===== config.mk =====
export PLATFORM = sky130hd
export DESIGN_NAME = rv32_core_sequencer
export DESIGN_NICKNAME = d
export VERILOG_FILES = /design/src/rtl/rv32_seq_pkg.sv /design/src/rtl/rv32_ack_watchdog.sv /design/src/rtl/rv32_core_sequencer.sv
export SDC_FILE = /design/constraint.sdc
export NUM_CORES = 1
export LEC_CHECK = 0
export ABC_CLOCK_PERIOD_IN_PS = 4730
export CAP_MARGIN = 5
export CORE_MARGIN = 3
export CORE_UTILIZATION = 45
export CTS_BUF_LIST = sky130_fd_sc_hd__clkbuf_16
export DETAILED_ROUTE_END_ITERATION = 8
export GPL_TIMING_DRIVEN = 0
export PLACE_DENSITY = 0.92
export SYNTH_ARGS = -nofsm -noshare
export SYNTH_HDL_FRONTEND = slang
export SYNTH_SLANG_ARGS = --single-unit

===== constraint.sdc =====
create_clock -name clk -period 4.73 [get_ports clk]
set_input_delay 0.946 -clock clk [delete_from_list [all_inputs] [get_ports clk]]
set_output_delay 0.946 -clock clk [all_outputs]
set_load 0.02 [all_outputs]

===== src/rtl/rv32_seq_pkg.sv =====
// rv32_seq_pkg: shared states, mcause codes and constants for the core sequencer
package rv32_seq_pkg;
   typedef enum logic [2:0] {
      S_FETCH,
      S_DECODE,
      S_EXEC,
      S_MEM,
      S_WB,
      S_TRAP,
      S_HALT
   } state_t;
   localparam logic [3:0] CAUSE_MISALIGN = 4'd0;
   localparam logic [3:0] CAUSE_IFAULT   = 4'd1;
   localparam logic [3:0] CAUSE_ILLEGAL  = 4'd2;
   localparam logic [3:0] CAUSE_LFAULT   = 4'd5;
   localparam logic [3:0] CAUSE_SFAULT   = 4'd7;
   localparam logic [3:0] CAUSE_ECALL    = 4'd11;
   localparam logic [31:0] NOP_INSTR     = 32'h0000_0013;
endpackage


===== src/rtl/rv32_ack_watchdog.sv =====
// rv32_ack_watchdog: counts cycles spent waiting for a bus ack and flags a timeout
module rv32_ack_watchdog #(
   parameter int ACK_TIMEOUT = 16
) (
   input  logic clk,
   input  logic rst,
   input  logic active_i,
   output logic timeout_o
);
   localparam int W = $clog2(ACK_TIMEOUT) + 1;
   logic [W-1:0] cnt_q, cnt_d;
   // count while waiting, restart from zero whenever the wait state is left
   always_comb cnt_d = active_i ? cnt_q + W'(1) : '0;
   // counter register
   always_ff @(posedge clk) begin
      if (rst) cnt_q <= '0;
      else     cnt_q <= cnt_d;
   end
   assign timeout_o = active_i && (cnt_q == W'(ACK_TIMEOUT - 1));
endmodule


===== src/rtl/rv32_core_sequencer.sv =====
// rv32_core_sequencer: multi-cycle fetch/decode/exec/mem/wb control FSM for the rv32im core
module rv32_core_sequencer
   import rv32_seq_pkg::*;
#(
   parameter logic [31:0] RESET_PC    = 32'h0000_0000,
   parameter logic [31:0] TRAP_VECTOR = 32'h0000_0100,
   parameter int          ACK_TIMEOUT = 16
) (
   input  logic        clk,
   input  logic        rst,
   output logic        imem_req_o,
   output logic [31:0] imem_addr_o,
   input  logic        imem_ack_i,
   input  logic [31:0] imem_rdata_i,
   output logic [31:0] instr_o,
   input  logic        illegal_i,
   input  logic        ecall_i,
   input  logic        ebreak_i,
   input  logic        is_branch_i,
   input  logic        is_condition_i,
   input  logic        branch_taken_i,
   input  logic [31:0] target_i,
   input  logic        mem_access_i,
   input  logic        mem_w_i,
   input  logic        reg_w_i,
   output logic        dmem_req_o,
   output logic        dmem_we_o,
   input  logic        dmem_ack_i,
   output logic        rf_we_o,
   output logic [31:0] pc_o,
   output logic [31:0] epc_o,
   output logic        trap_o,
   output logic [3:0]  trap_cause_o,
   output logic        halt_o,
   output logic [31:0] instret_o
);
   state_t      state_q, state_d;
   logic [31:0] pc_q, pc_d, instr_q, instr_d, epc_q, epc_d, instret_q, instret_d;
   logic [3:0]  cause_q, cause_d;
   logic        i_to, d_to, taken;

   rv32_ack_watchdog #(.ACK_TIMEOUT(ACK_TIMEOUT)) u_iwd (
      .clk(clk), .rst(rst), .active_i(state_q == S_FETCH), .timeout_o(i_to)
   );
   rv32_ack_watchdog #(.ACK_TIMEOUT(ACK_TIMEOUT)) u_dwd (
      .clk(clk), .rst(rst), .active_i(state_q == S_MEM), .timeout_o(d_to)
   );

   assign taken = is_branch_i & (~is_condition_i | branch_taken_i);

   // next-state and architectural updates; the trap cause is recorded on entry to TRAP
   always_comb begin
      state_d   = state_q;
      pc_d      = pc_q;
      instr_d   = instr_q;
      epc_d     = epc_q;
      cause_d   = cause_q;
      instret_d = instret_q;
      case (state_q)
         S_FETCH: begin
            if (imem_ack_i) begin
               instr_d = imem_rdata_i;
               state_d = S_DECODE;
            end else if (i_to) begin
               cause_d = CAUSE_IFAULT;
               state_d = S_TRAP;
            end
         end
         S_DECODE: state_d = S_EXEC;
         S_EXEC: begin
            if (illegal_i) begin
               cause_d = CAUSE_ILLEGAL;
               state_d = S_TRAP;
            end else if (ecall_i) begin
               cause_d = CAUSE_ECALL;
               state_d = S_TRAP;
            end else if (ebreak_i) begin
               state_d = S_HALT;
            end else if (taken && target_i[1:0] != 2'b00) begin
               cause_d = CAUSE_MISALIGN;
               state_d = S_TRAP;
            end else begin
               state_d = mem_access_i ? S_MEM : S_WB;
            end
         end
         S_MEM: begin
            if (dmem_ack_i) begin
               state_d = S_WB;
            end else if (d_to) begin
               cause_d = mem_w_i ? CAUSE_SFAULT : CAUSE_LFAULT;
               state_d = S_TRAP;
            end
         end
         S_WB: begin
            pc_d      = taken ? target_i : pc_q + 32'd4;
            instret_d = instret_q + 32'd1;
            state_d   = S_FETCH;
         end
         S_TRAP: begin
            epc_d   = pc_q;
            pc_d    = TRAP_VECTOR;
            state_d = S_FETCH;
         end
         default: state_d = S_HALT;
      endcase
   end

   // state and architectural registers
   always_ff @(posedge clk) begin
      if (rst) begin
         state_q   <= S_FETCH;
         pc_q      <= RESET_PC;
         instr_q   <= NOP_INSTR;
         epc_q     <= '0;
         cause_q   <= '0;
         instret_q <= '0;
      end else begin
         state_q   <= state_d;
         pc_q      <= pc_d;
         instr_q   <= instr_d;
         epc_q     <= epc_d;
         cause_q   <= cause_d;
         instret_q <= instret_d;
      end
   end

   assign imem_req_o   = !rst && state_q == S_FETCH;
   assign dmem_req_o   = !rst && state_q == S_MEM;
   assign dmem_we_o    = dmem_req_o && mem_w_i;
   assign rf_we_o      = !rst && state_q == S_WB && reg_w_i;
   assign trap_o       = !rst && state_q == S_TRAP;
   assign halt_o       = state_q == S_HALT;
   assign imem_addr_o  = pc_q;
   assign pc_o         = pc_q;
   assign instr_o      = instr_q;
   assign epc_o        = epc_q;
   assign trap_cause_o = cause_q;
   assign instret_o    = instret_q;
endmodule

After elaboration in Yosys (flattened, before gate mapping). Cells that the tools add are included.

Add/subtract/negate cells: 4. Equality and inequality tests: 16. Mux-type cells: 22. Bitwise operators: 5. Reduce and logical (&&, ||, !) cells: 20.

Operators with widths (number): $pmux 32 s2 (1); $add 32x1->32 const B (1); $add 32x3->32 const B (1); $mux 32 (1); $mux 4 (8); $mux 3 (9); $pmux 3 s5 (1); $pmux 4 s3 (1); $add 5x1->5 const B (2); $eq 5x4->1 const B (2); $eq 3x3->1 const B (3); $logic_and 1x1->1 (9); $ne 2x2->1 const B (4); $ne 4x4->1 const B (2); $reduce_and 7->1 (1); $eq 3x2->1 const B (2); $ne 3x3->1 const B (2); $reduce_or 2->1 (3); $reduce_and 2->1 (2); $reduce_bool 2->1 (2); $eq 3x1->1 const B (1); $logic_not 3->1 (1); $not 1->1 (3); $reduce_bool 3->1 (1); 4 further kinds (4).

Flip-flop bits (word level): 145. Output and inout bits: 170.

Logic depth before layout (Yosys ltp). Gate-level depths: netlist of the first run.

Depth after elaboration: 9. Mapped depth: 8. Depth with buffers taken out: 8.

Cells and area by module. A second synthesis of the first run with hierarchy kept.

Cells, all modules: 832. Area total of the unflattened synthesis: 6750.2 µm².

Modules (own cells, without submodules): rv32_core_sequencer (instances 1, cells an instance 790, area an instance 6332.3 µm², seq. area each 2702.6 µm²); rv32_ack_watchdog (instances 2, cells an instance 21, area an instance 209.0 µm², seq. area each 100.1 µm²).

Worst setup path before layout of the first run. OpenSTA, ideal clock, no wires.

Path type: input to output. Start point: input port rst. End point: output port trap_o. Arrival time: 1894 ps. Path slack: 1890 ps. Stages: 4. Path buffers: 3. Cells stage by stage: clkbuf_1 > clkbuf_1 > clkbuf_1 > nor2_1.

Cells in the longest elaborated chain, start to end: 2.

Ends and longest elaborated chain: start: declaration (line rv32_core_sequencer.sv:10) `input logic rst,`; $logic_not 1->1 (line rv32_core_sequencer.sv:131) `assign trap_o = !rst && state_q == S_TRAP;`; $logic_and 1x1->1 (line rv32_core_sequencer.sv:131); end: declaration (line rv32_core_sequencer.sv:32) `output logic trap_o,`.

No other way between the ends.

Final worst setup path of the first run. Ends and elaborated chain as after synthesis.

==> results of run 1 <==
registers in the layout, summed over array words and instances (netlist names):
signal / flops
epc_o: 32
imem_addr_o: 32
instr_o: 32
instret_o: 32
u_dwd.cnt_q: 5
u_iwd.cnt_q: 5
trap_cause_o: 4
state_q: 3
layout make-up:
type,count,area (sq um),area share [%]
clock inverters,15,215,2.12
repair buffers,246,2460,24.3
clock buffers,17,425,4.20
plain buffers,85,443,4.37
multi-input cells,616,3400,33.6
inverters,14,52.6,0.519
well taps,184,230,2.27
flip-flops and latches,145,2900,28.6
per-layer routing:
| metal | up-vias | part of all wire, % |
|---|---|---|
| met5 | - | 0 |
| met4 | 0 | 3.0 |
| met3 | 69 | 7.3 |
| met2 | 407 | 49 |
| met1 | 3498 | 40 |
| li1 | 3497 | - |
Yosys cell counts, types with 8 or more instances:
master	instances
sky130_fd_sc_hd__clkbuf_1	50
sky130_fd_sc_hd__or3_1	11
sky130_fd_sc_hd__nand4_1	23
sky130_fd_sc_hd__and2_1	11
sky130_fd_sc_hd__o21ai_0	32
sky130_fd_sc_hd__nand2_1	165
sky130_fd_sc_hd__o22ai_1	10
sky130_fd_sc_hd__nor2b_1	8
sky130_fd_sc_hd__nor2_1	64
sky130_fd_sc_hd__xnor2_1	19
sky130_fd_sc_hd__xor2_1	20
sky130_fd_sc_hd__and3_1	10
sky130_fd_sc_hd__nor4_1	11
sky130_fd_sc_hd__a21oi_1	86
sky130_fd_sc_hd__nor3_1	17
sky130_fd_sc_hd__nand3b_1	9
sky130_fd_sc_hd__dfxtp_1	145
sky130_fd_sc_hd__a22oi_1	13
sky130_fd_sc_hd__nand3_1	27
sky130_fd_sc_hd__inv_1	14
sky130_fd_sc_hd__and4_1	9
sky130_fd_sc_hd__buf_4	32
through the flow:
| step | power, W | instance area [sq um] | util [%] | instances |
|---|---|---|---|---|
| after floorplan | 0.00158 | 6800 | - | 860 |
| after global placement | 0.00181 | 9490 | 64.8 | 1290 |
| after CTS | 0.00328 | 10100 | 69.2 | 1322 |
| after detailed placement | 0.00182 | 9490 | 64.8 | 1290 |
| after global routing | 0.00338 | 10100 | 69.2 | 1322 |
| final | 0.00327 | 10100 | 69.2 | 1322 |
how the worst min path moves through the flow:
stage,startpoint,end,slack (ns),cells after the start
2_1_floorplan,u_dwd.cnt_q[0],u_dwd.cnt_q[0],0.42,1
3_3_place_gp,u_dwd.cnt_q[0],u_dwd.cnt_q[0],0.43,1
3_5_place_dp,u_dwd.cnt_q[0],u_dwd.cnt_q[0],0.44,1
4_1_cts,u_dwd.cnt_q[0],u_dwd.cnt_q[0],0.45,1
5_1_grt,instr_o[24],instr_o[24],0.47,2
6_report,u_dwd.cnt_q[0],u_dwd.cnt_q[0],0.45,1
worst register-to-register path: stages, from the launching register on:
cell and delay (ns):
sky130_fd_sc_hd__dfxtp_1 0.37, sky130_fd_sc_hd__clkbuf_1 0.37, sky130_fd_sc_hd__nand4_1 0.19, sky130_fd_sc_hd__nor4_1 0.86
sky130_fd_sc_hd__nand4_1 0.26, sky130_fd_sc_hd__mux2i_1 0.18, sky130_fd_sc_hd__a221oi_1 0.25
power groups by stage:
stage | sequential [W] | clock, W | combinational [W]
after global routing | 0.00131 | 0.00154 | 0.000529
after floorplan | 0.00137 | 0 | 0.000204
final | 0.00131 | 0.00147 | 0.000496
after global placement | 0.00133 | 0 | 0.000478
after CTS | 0.00131 | 0.00148 | 0.000493
after detailed placement | 0.00133 | 0 | 0.000486
kinds of logic (layout without fill, tap and decap cells):
group | after synthesis | after routing | share of synthesized area (%)
flip-flops | 145 | 145 | 42.7
multiplexers | 5 | 5 | 0.773
adder cells (fa/ha/maj) | 6 | 6 | 1.10
buffers and inverters | 99 | 377 | 7.27
XOR/XNOR | 39 | 39 | 5.02
AND/OR/NAND/NOR | 388 | 388 | 27.6
AO/OA/AOI/OAI | 178 | 178 | 15.5
==> flow_metrics.tcl, run 1 <==
set metrics [dict create \
    power.clock.fraction_pct 44.9 \
    postCtsResizedCells 1 \
    post_synth.cell_area_avg_sq_um 7.90 \
    timing_worst_setup_path_type "primary input to output pin" \
    synth_nets 943 \
    coreArea_sq_um 14600 \
    grt_pass1_wl_mm 36.2 \
    fp.dieH_um 129 \
    hp_class "flop to flop" \
    setup.worst_path.end_class "output pin" \
    slew-limit-headroom_pct 35.1 \
    clkSinkCount 145 \
    antenna_cells 0 \
    result_of_the_run "complete, no violations" \
    cp_cell_sequence "clkdlybuf4s50_1 > clkbuf_1 > clkbuf_1 > clkbuf_2 > nor2_1 > clkdlybuf4s50_1" \
    ys_types 57 \
    cp.buffers_inverters 5 \
    fin_skew_ns 0.00653 \
    hold_ws_ns 0.448 \
    worst-slew-pin-transition_ns 0.965 \
    regToRegStartpoint "imem_addr_o[19]" \
    setup_violations_final 0 \
    synthCells 860 \
    timing_max_transition_violations_final 0 \
    clock_path_buffers 2 \
    critical-path-slowest-cell "sky130_fd_sc_hd__clkbuf_1" \
    timing.critical_path.max_delay_family "buffers and inverters" \
    rsz0062_at_grt "false" \
    ioPinCount 247 \
    detailed_place_hpwl_mm 16.8 \
    post_route_cells_drive_above_1_share_pct 6.59 \
    ys_warn_count 0 \
    worst_skew_pair.late_latency_ns 0.42 \
    nets 1208 \
    drt-initial-drc-count 597 \
    netlist.area_leader.share_pct 42.7 \
    synth_seq_area_share_pct 42.7 \
    setup_slack_ns 0.166 \
    worst_ir_drop_vdd_mv 0.249 \
    floorplan.initialDensity_pct 46.4 \
    drv_cap 0 \
    worstSetupPathDepth 6 \
    globalRouteTotalUtil_pct 27.3 \
    critical_path.startpoint_type "primary input" \
    worstPathRequired_ns 3.78 \
    critical_path.startpoint "rst" \
    detail-route-antenna-nets 0 \
    p_per_area_nw_per_um2 323 \
    r2r_setup_slack_ns 2.17 \
    drt_pre_antenna_iters 6 \
    hold_fix_buffers_cts 0 \
    route.vias.total 7471 \
    cts_tree "built" \
    drt-wirelength-per-cell_um 17.6 \
    fill_cells 1100 \
    vias_per_cell 5.65 \
    antenna_violations_before_repair 0 \
    layout_commonest_cell "sky130_fd_sc_hd__clkdlybuf4s50_1" \
    yosysTopAreaCell "sky130_fd_sc_hd__dfxtp_1" \
    critical_path_peak_fanout 10 \
    timing.final.hold_violations 0 \
    netSwitchingFraction_pct 26.2 \
    post-cts-setup-buffer-count 0 \
    timing.setup.tns_ns 0 \
    worst_r2r_endpoint "imem_addr_o[29]" \
    std_cell_rows 44 \
    cts_inserted_buffers 17 \
    post_synth_instance_area_sq_um 6800 \
    die-width_um 129 \
    ffs_w_async_s_r_synth_pct 0 \
    global_route.peak_usage_layer "met2" \
    crit_path_end "trap_o" \
    achievable-frequency_mhz 219 \
    ys_seq_elements 145 \
    detail_route.drc_violations 0 \
    synth_enable_flop_cells 0 \
    cts_htree_levels 4 \
    cts.reportedPaths.clkPinSlew_ns 0.06 \
    power_switching_w 0.000856 \
    global_route.overflow_total 0 \
    grt_pass1_vias 6983 \
    post-place-ws_ns -0.00147 \
    leakage_nw 3.51 \
    ff2ff_path_depth 6 \
    seq_power_share_pct 40.0 \
    power.combinational.fraction_pct 15.1 \
    critPathMaxStageDelay_ns 0.59 \
    gpl_congestion 0.943 \
    port_buffers 246 \
    die-area_sq_um 16600 \
    internal_power_w 0.00242 \
    grt_start_max_net_pins 17 \
    met3_usage_pct 5.56 \
    groute.layer.met2.usage_pct 46.1 \
    root_buf_cell "sky130_fd_sc_hd__clkbuf_16" \
    worst-endpoint-arrival_ns 3.62 \
    total_length_of_routed_wires_mm 23.3 \
    synth_flop_cell "sky130_fd_sc_hd__dfxtp_1" \
    area_delta_synth_final_pct 49.1 \
    timing.final.crit_period_ns 4.56 \
    fin_crit_sh_pct 96.5 \
    ranking_of_synthesized_cells_by_area "sky130_fd_sc_hd__dfxtp_1, sky130_fd_sc_hd__nand2_1, sky130_fd_sc_hd__a21oi_1" \
    most-common-layout-cells "sky130_fd_sc_hd__clkdlybuf4s50_1, sky130_fd_sc_hd__nand2_1, sky130_fd_sc_hd__dfxtp_1, sky130_fd_sc_hd__a21oi_1, sky130_fd_sc_hd__nor2_1" \
    grtUsageMet1_pct 33.9 \
]
(Power assumes the default switching activity.)
==> inputs of run 2 (changes only) <==
--- a/config.mk
+++ b/config.mk
@@ -13,6 +13,7 @@
 export DETAILED_ROUTE_END_ITERATION = 8
 export GPL_TIMING_DRIVEN = 0
 export PLACE_DENSITY = 0.92
+export SLEW_MARGIN = 0
 export SYNTH_ARGS = -nofsm -noshare
 export SYNTH_HDL_FRONTEND = slang
 export SYNTH_SLANG_ARGS = --single-unit
==> results of run 2 <==
Final layout, timing and power as in run 1 (identical DEF).
==> inputs of run 3 (changes only) <==
--- a/config.mk
+++ b/config.mk
@@ -6,7 +6,7 @@
 export NUM_CORES = 1
 export LEC_CHECK = 0
 export ABC_CLOCK_PERIOD_IN_PS = 4730
-export CAP_MARGIN = 5
+export CAP_MARGIN = 40
 export CORE_MARGIN = 3
 export CORE_UTILIZATION = 45
 export CTS_BUF_LIST = sky130_fd_sc_hd__clkbuf_16
==> results of run 3 <==
Final layout, timing and power as in run 1 (identical DEF).
